$ cat config.mk
export PLATFORM = sky130hd
export DESIGN_NAME = instr_issue_ctrl_flat
export DESIGN_NICKNAME = d
export VERILOG_FILES = /design/src/rtl/instr_issue_ctrl_if.sv /design/src/rtl/instr_issue_ctrl.sv /design/src/flat_wrapper.sv
export SDC_FILE = /design/constraint.sdc
export NUM_CORES = 1
export LEC_CHECK = 0
export CAP_MARGIN = 20
export CORE_ASPECT_RATIO = 1.75
export CORE_MARGIN = 5
export CORE_UTILIZATION = 45
export CTS_CLUSTER_DIAMETER = 100
export DETAILED_ROUTE_END_ITERATION = 10
export SLEW_MARGIN = 25
export SYNTH_ARGS = -nofsm -noshare
export SYNTH_HDL_FRONTEND = slang
export SYNTH_SLANG_ARGS = --single-unit
$ cat constraint.sdc
create_clock -name clk -period 5.3 [get_ports clk]
set_input_delay 0.53 -clock clk [delete_from_list [all_inputs] [get_ports clk]]
set_output_delay 0.53 -clock clk [all_outputs]
set_load 0.01 [all_outputs]
$ cat src/rtl/instr_issue_ctrl_if.sv
// Issue-slot handshake between the scheduler (master) and the pipeline (slave).
interface issue_if;
    logic       issue_valid;
    logic       issue_ready;
    logic [7:0] issue_instr;
    logic       issue_bubble;

    modport master (
        output issue_valid,
        output issue_instr,
        output issue_bubble,
        input  issue_ready
    );

    modport slave (
        input  issue_valid,
        input  issue_instr,
        input  issue_bubble,
        output issue_ready
    );
endinterface

$ cat src/rtl/instr_issue_ctrl.sv
// Instruction issue controller: button-loaded program memory, in-order issue
// with RAW hazard bubbles (lw-use only with forwarding, full RAW without).
module instr_issue_ctrl #(
    parameter int unsigned N_INSTR = 8,
    parameter int unsigned FWD_EN  = 1
) (
    input  logic                     clk,
    input  logic                     rst_n,
    input  logic                     load_btn,
    input  logic [7:0]               load_data,
    input  logic                     start,
    issue_if.master                  issue,
    output logic [1:0]               state_o,
    output logic [$clog2(N_INSTR):0] load_count,
    output logic [7:0]               stall_count,
    output logic                     done
);

    localparam int unsigned PCW = $clog2(N_INSTR);
    localparam int unsigned LCW = PCW + 1;

    localparam logic [1:0] OP_LW   = 2'b11;
    localparam logic [1:0] OP_SW   = 2'b10;
    localparam logic [1:0] OP_ADD  = 2'b01;
    localparam logic [1:0] OP_NOOP = 2'b00;

    typedef enum logic [1:0] {
        ST_IDLE  = 2'd0,
        ST_LOAD  = 2'd1,
        ST_READY = 2'd2,
        ST_RUN   = 2'd3
    } state_t;

    function automatic logic f_has_dest(input logic [7:0] ins);
        return (ins[7:6] == OP_LW) || (ins[7:6] == OP_ADD);
    endfunction

    function automatic logic f_raw(input logic [7:0] ins, input logic h_vld, input logic [2:0] h_dst);
        logic use_a;
        logic use_b;
        use_a = (ins[7:6] == OP_ADD) || (ins[7:6] == OP_SW);
        use_b = (ins[7:6] != OP_NOOP);
        return h_vld && ((use_a && (ins[5:3] == h_dst)) || (use_b && (ins[2:0] == h_dst)));
    endfunction

    state_t           r_state;
    state_t           w_state_nxt;
    logic [7:0]       r_mem [N_INSTR];
    logic [LCW-1:0]   r_load_count;
    logic             r_btn_q;
    logic [PCW-1:0]   r_pc;
    logic             r_valid;
    logic [7:0]       r_instr;
    logic             r_bubble;
    logic             r_done;
    logic [7:0]       r_stall_count;
    logic             r_h1_vld;
    logic [2:0]       r_h1_dst;
    logic             r_h1_lw;
    logic             r_h2_vld;
    logic [2:0]       r_h2_dst;

    logic             w_rise;
    logic             w_xfer;
    logic             w_last;
    logic             w_wr_en;
    logic             w_wr_restart;
    logic             w_run_start;
    logic [PCW-1:0]   w_wr_idx;
    logic [PCW-1:0]   w_cand_pc;
    logic [7:0]       w_cand;
    logic             w_h1n_vld;
    logic [2:0]       w_h1n_dst;
    logic             w_h1n_lw;
    logic             w_stall;

    assign w_rise    = load_btn & ~r_btn_q;
    assign w_xfer    = r_valid & issue.issue_ready;
    assign w_last    = w_xfer & ~r_bubble & (r_pc == PCW'(N_INSTR - 1));
    assign w_wr_idx  = w_wr_restart ? '0 : r_load_count[PCW-1:0];

    // Dest of the slot now transferring becomes the newest history entry.
    assign w_h1n_vld = ~r_bubble & f_has_dest(r_instr);
    assign w_h1n_dst = r_instr[5:3];
    assign w_h1n_lw  = ~r_bubble & (r_instr[7:6] == OP_LW);
    assign w_cand_pc = r_bubble ? r_pc : r_pc + PCW'(1);
    assign w_cand    = r_mem[w_cand_pc];
    assign w_stall   = (FWD_EN != 0) ? (w_h1n_lw & f_raw(w_cand, w_h1n_vld, w_h1n_dst))
                                     : (f_raw(w_cand, w_h1n_vld, w_h1n_dst) |
                                        f_raw(w_cand, r_h1_vld, r_h1_dst));

    // State register.
    always_ff @(posedge clk) begin
        if (!rst_n) r_state <= ST_IDLE;
        else        r_state <= w_state_nxt;
    end

    // Next-state and load/run control strobes.
    always_comb begin
        w_state_nxt  = r_state;
        w_wr_en      = 1'b0;
        w_wr_restart = 1'b0;
        w_run_start  = 1'b0;
        case (r_state)
            ST_IDLE: begin
                if (w_rise) begin
                    w_wr_en     = 1'b1;
                    w_state_nxt = ST_LOAD;
                end
            end
            ST_LOAD: begin
                if (w_rise) begin
                    w_wr_en = 1'b1;
                    if (r_load_count == LCW'(N_INSTR - 1)) w_state_nxt = ST_READY;
                end
            end
            ST_READY: begin
                if (start) begin
                    w_run_start = 1'b1;
                    w_state_nxt = ST_RUN;
                end else if (w_rise) begin
                    w_wr_en      = 1'b1;
                    w_wr_restart = 1'b1;
                    w_state_nxt  = ST_LOAD;
                end
            end
            ST_RUN: begin
                if (w_last) w_state_nxt = ST_READY;
            end
            default: w_state_nxt = ST_IDLE;
        endcase
    end

    // Program memory; contents survive reset.
    always_ff @(posedge clk) begin
        if (rst_n && w_wr_en) r_mem[w_wr_idx] <= load_data;
    end

    // Load counter, edge detector, issue slot, hazard history and stall counter.
    always_ff @(posedge clk) begin
        if (!rst_n) begin
            r_load_count  <= '0;
            r_btn_q       <= 1'b0;
            r_pc          <= '0;
            r_valid       <= 1'b0;
            r_instr       <= 8'h00;
            r_bubble      <= 1'b0;
            r_done        <= 1'b0;
            r_stall_count <= 8'h00;
            r_h1_vld      <= 1'b0;
            r_h1_dst      <= 3'd0;
            r_h1_lw       <= 1'b0;
            r_h2_vld      <= 1'b0;
            r_h2_dst      <= 3'd0;
        end else begin
            r_btn_q <= load_btn;
            r_done  <= 1'b0;
            if (w_wr_en) r_load_count <= w_wr_restart ? LCW'(1) : r_load_count + LCW'(1);
            if (w_run_start) begin
                r_pc          <= '0;
                r_stall_count <= 8'h00;
                r_h1_vld      <= 1'b0;
                r_h1_lw       <= 1'b0;
                r_h2_vld      <= 1'b0;
                r_valid       <= 1'b1;
                r_instr       <= r_mem[0];
                r_bubble      <= 1'b0;
            end else if ((r_state == ST_RUN) && w_xfer) begin
                r_h2_vld <= r_h1_vld;
                r_h2_dst <= r_h1_dst;
                r_h1_vld <= w_h1n_vld;
                r_h1_dst <= w_h1n_dst;
                r_h1_lw  <= w_h1n_lw;
                if (r_bubble && (r_stall_count != 8'hFF)) r_stall_count <= r_stall_count + 8'd1;
                if (w_last) begin
                    r_valid  <= 1'b0;
                    r_instr  <= 8'h00;
                    r_bubble <= 1'b0;
                    r_done   <= 1'b1;
                end else begin
                    r_pc     <= w_cand_pc;
                    r_instr  <= w_stall ? 8'h00 : w_cand;
                    r_bubble <= w_stall;
                end
            end
        end
    end

    assign issue.issue_valid  = r_valid;
    assign issue.issue_instr  = r_instr;
    assign issue.issue_bubble = r_bubble;
    assign state_o            = r_state;
    assign load_count         = r_load_count;
    assign stall_count        = r_stall_count;
    assign done               = r_done;

endmodule

$ cat src/flat_wrapper.sv
// flat-port wrapper written by rule: the top's interface ports become plain ports
module instr_issue_ctrl_flat 
#(
    parameter int unsigned N_INSTR = 8,
    parameter int unsigned FWD_EN  = 1
)
  (clk, rst_n, load_btn, load_data, start, state_o, load_count, stall_count, done, issue_issue_valid, issue_issue_instr, issue_issue_bubble, issue_issue_ready);
  issue_if issue_i ();
  input  logic clk;
  input  logic rst_n;
  input  logic load_btn;
  input  logic [7:0] load_data;
  input  logic start;
  output logic [1:0] state_o;
  output logic [$clog2(N_INSTR):0] load_count;
  output logic [7:0] stall_count;
  output logic done;
  output wire logic [$bits(issue_i.issue_valid)-1:0] issue_issue_valid;
  output wire logic [$bits(issue_i.issue_instr)-1:0] issue_issue_instr;
  output wire logic [$bits(issue_i.issue_bubble)-1:0] issue_issue_bubble;
  input wire logic [$bits(issue_i.issue_ready)-1:0] issue_issue_ready;
  assign issue_issue_valid = issue_i.issue_valid;
  assign issue_issue_instr = issue_i.issue_instr;
  assign issue_issue_bubble = issue_i.issue_bubble;
  assign issue_i.issue_ready = issue_issue_ready;
  instr_issue_ctrl #(.N_INSTR(N_INSTR), .FWD_EN(FWD_EN)) u_core (.clk(clk), .rst_n(rst_n), .load_btn(load_btn), .load_data(load_data), .start(start), .issue(issue_i), .state_o(state_o), .load_count(load_count), .stall_count(stall_count), .done(done));
endmodule
# Word level (Yosys, flattened, before mapping)
# Memories as Yosys holds them, arrays and structs flattened.
# Index checks and enable logic that the tools add are counted.
# op_classes
addsub	3
n_eq_ne	15
n_mux	26
bitwise_logic	12
n_reduce_logical	20
# ops
operator	count
$mux W8	4
$mux W1	12
$mux W2	5
$add A8 B1 Y8 const B	1
$eq A2 B2 Y1 const B	4
$ne A8 B8 Y1 const B	1
$pmux W2 S4	1
$and A1 B1 Y1	7
$eq A2 B1 Y1 const B	3
$eq A3 B3 Y1	2
$logic_and A1 B1 Y1	6
$mux W3	2
$ne A2 B1 Y1 const B	3
$reduce_and A2 Y1	3
$reduce_bool A2 Y1	3
$not A1 Y1	5
$add A4 B1 Y4 const B	1
$eq A4 B3 Y1 const B	1
$mux W4	1
$reduce_or A2 Y1	2
$add A3 B1 Y3 const B	1
$eq A3 B3 Y1 const B	1
$logic_or A1 B1 Y1	3
$reduce_and A3 Y1	1
3 further kinds	3
# word_totals
ff_bits	29
ram_bits	64
out_inout_bits	25
elab_cells	86
n_memories	1
# mem_list
name	words	width	read_ports	rd_ports_with_merged_regs	wr	line_no	source
u_core.r_mem	8	8	2	0	1	instr_issue_ctrl.sv:48	logic [7:0] r_mem [N_INSTR];

# Logic depth before layout (Yosys ltp)
# An unclocked memory read counts as a cell.
# logic_depth
word_depth	13
depth_mapped	11
mapped_depth_nobuf	9

# Worst setup path before layout
# Ideal clock, no wire load.
# synth_path
kind	input -> register
startpoint	in load_btn
endpoint	mem u_core.r_mem[2][0] (enable)
setup_time_ps	398
arrival_ps	2547
required_time_ps	4902
path_slack_ps	2355
path_stages	5
cell_sequence	nand2b_1 -> clkbuf_1 -> nor4b_2 -> o21ai_0 -> nor4b_1
# synth_via
elab_chain_len	7
elab_cells_between_ends	9
classes_between	mux: 7; bitwise: 1; reduce/logical: 1
# synth_rtl
item	line_no	source
from (decl)	flat_wrapper.sv:11	input logic load_btn;
$and A1 B1 Y1 *	instr_issue_ctrl.sv:77	assign w_rise = load_btn & ~r_btn_q;
$mux W1 *	instr_issue_ctrl.sv:106, instr_issue_ctrl.sv:112, instr_issue_ctrl.sv:121	
$mux W1	instr_issue_ctrl.sv:118	if (start) begin
$pmux W1 S2	instr_issue_ctrl.sv:104	case (r_state)
$logic_and A1 B1 Y1	instr_issue_ctrl.sv:136	if (rst_n && w_wr_en) r_mem[w_wr_idx] <= load_data;
$mux W1	instr_issue_ctrl.sv:136	
$mux W1 (implied by the code)	instr_issue_ctrl.sv:136	
to (decl)	instr_issue_ctrl.sv:48	
# Every way passes the cells marked *; elsewhere a longest branch is shown, timed or not.

# Worst setup path after layout
# layout_path
startpoint	in load_btn
endpoint	mem u_core.r_mem[2][4] (enable)
# Same word-level chain as after synthesis.

==> results.md <==
* Hold WC Path Type: register to register
* Max cap viols at 0
* Initial Utilization at 45.6%
* Max-slew violation count at 0
* Die area at approximately 12000 um^2
* TritonCTS clock tree: built
* # hold bufs at CTS at 0
* DRT iter0 DRCs at 242
* Fraction of layout instances using a drive strength above 1 at between 10% and 20%
* Vias/cell at 5.91
* Post-synthesis sequential area ratio at 56.1%
* Setup violations, final at 0
* Register area at 2500 um^2
* Setup ws final at about 2.1 ns
* Multi-input logic area at 1870 um^2
* Flops & latches, synth at 93
* Vias in the first global route at 3123
* Synth Cell Area at roughly 4500 um^2
* Final WL at roughly 11 mm
* Top_reg_cell synth: edfxtp_1
* Ranking of synthesized cells by area: edfxtp_1 43%, dfxtp_1 13%, mux2i_1 8.3%, o22ai_1 2.8%, xor2_1 2.2%
* Max VDD drop at 177 uV
* Final hold viol count at 0
* Synthesized instance count at 357
* Filler cells at 825
* Slew margin rel. at between 30 and 40%
* Fmax at 0.314 GHz
* Std-Cell Rows at 48
* Tmin final at 3.18 ns
* Top-Level Pins at 38
* Post-CTS Setup Inserts at 0
* H-tree depth reported by CTS at 3
* Via count at between 3000 and 4000
* Later-pin clock latency in the skew report at around 0.34 ns
* Clk sink count at 93
* Setup TNS at 0 ns
* Cell variety after synth at 57
* Worst setup SP type: input port
* Req. time, crit path at 5.26 ns
* Skew final at ~0.0039 ns
* Root buffer cell: clkbuf_16
* Syn nets at 375
* Total global routing track utilization at 18.3%
* Area growth syn-to-layout at 18.9%
* Pre-CTS WS at between 1.5 and 2 ns
* First-pass GRT wire length at 16.8 mm
* Post-DRT Antenna Nets at 0
* Clk buf depth at 2
* Cell accounting for the most synthesized area: edfxtp_1
* Most frequent cell after synthesis: edfxtp_1
* Post-synth EDFFs at 64
* CTS buffer count at 9
* Drt drc at 0
* Largest net degree at the start of global routing at 40
* PwrDens at 291 nW/um^2
* YS warnings at 0
* # diodes at 0
* Port Buffers at 37
* Least-Margin Pin Slew at 1.01 ns
* Leak at 1.69 nW
* FFs w/ async S/R, synth at 0%
* DR WL/cell at 20.1 um
* Status: finished clean
* Commonest cells in the netlist: 64 x edfxtp_1, 37 x mux2i_1, 29 x dfxtp_1
* WS Path Type: input port to register
* DP HPWL at 7.34 mm
* Clk slew on worst S/H paths at 0.06 ns
* Post-synth top area share at around 43%
* GPL Wtd Cong at 0.819
* Iteration count of the initial detailed-routing pass at 4
* Antenna violations before repair at 0
* GRT overflow at 0
* Worst EP arrival at 3.14 ns
* Avg Cell Area, Syn at 12.5 um^2
* Worst-path fanout max at 10
* CP endpoint kind: register
* Tcrit/Tclk final at 60.0%
* Core area at 9790 um^2
* Cts repair resizes at 0
* Nets at approximately 410
* Unrepaired setup endpoints after global routing: no
* Chip Width at between 80 and 90 um
* Die H at 142 um
cell families after synthesis:
| group | synth area share (%) |
|---|---|
| and+or+nand+nor | 12.8 |
| DFF | 56.1 |
| AOI/OAI and AO/OA | 12.2 |
| muxes | 11.6 |
| buffers and inverters | 3.03 |
| xor gates and xnor gates | 2.94 |
| adders and majority gates | 1.40 |
placed cells by master (no fill, tap or decap), types with 10 or more instances in the layout:
cell type         n
edfxtp_1         64
xor2_1           11
clkbuf_16        10
o22ai_1          20
nand2_1          24
nor3_1           10
dfxtp_1          29
clkdlybuf4s50_1  37
o21ai_0          10
nor2_1           21
mux2i_1          37
per-layer routing:
metal  share of wire (%)  vias to the layer above  global-route usage [%]
met3                 3.6                       21                    3.37
met1                  39                     1520                    20.7
met5                   0                        -                       0
met4                 4.5                        0                    9.59
met2                  53                       76                    32.1
li1                    -                     1476                       -
area by class of cell:
class                      instances  share of cell area [%]
timing repair buffer              45                    8.11
clock inverter                     5                    1.51
multi-input combinational        243                    35.2
clock buffer                      11                    4.98
inverter                           1                  0.0707
sequential                        93                    47.2
tap                              125                    2.95
per-stage QoR:
step	area [um^2]	hold slack, ns	total power [mW]	std cells	util, %
detailed placement	4940	0.502	0.845	507	50.5
global placement	4940	0.494	0.844	507	50.5
CTS	5290	0.517	1.56	523	54.0
finish	5310	0.510	1.55	523	54.2
floorplan	4460	0.515	0.820	357	-
global route	5310	0.558	1.60	523	54.2
power breakdown:
part           leakage, nW  switching, mW  internal [mW]
clock                0.163          0.262          0.454
sequential           0.812        0.00656          0.782
combinational        0.718         0.0238         0.0178
total                 1.69          0.292           1.25
flip-flops by register name, indices dropped and copies added, names as in the netlist:
signal / count
u_core.issue.issue_bubble: 1
u_core.issue.issue_valid: 1
u_core.r_pc: 3
u_core.state_o: 2
u_core.r_btn_q: 1
u_core.stall_count: 8
u_core.done: 1
u_core.r_mem: 64
u_core.load_count: 4
u_core.issue.issue_instr: 8
final timing paths:
kind	slack, ns	startpoint	endpoint	cells after the start
hold / removal	0.51	u_core.stall_count[7]	u_core.stall_count[7]	2
hold reg to reg	0.51	u_core.stall_count[7]	u_core.stall_count[7]	2
setup reg to reg	2.19	u_core.r_pc[2]	u_core.issue.issue_instr[7]	8
setup / recovery	2.12	load_btn	u_core.r_mem[2][4]	5
worst max-delay path: stages:
cell and delay [ns]:
clkdlybuf4s50_1 0.46, nand2b_1 0.18, nor4b_4 0.62, o21ai_0 0.41, nor4b_2 0.93
(Power assumes the default switching activity.)
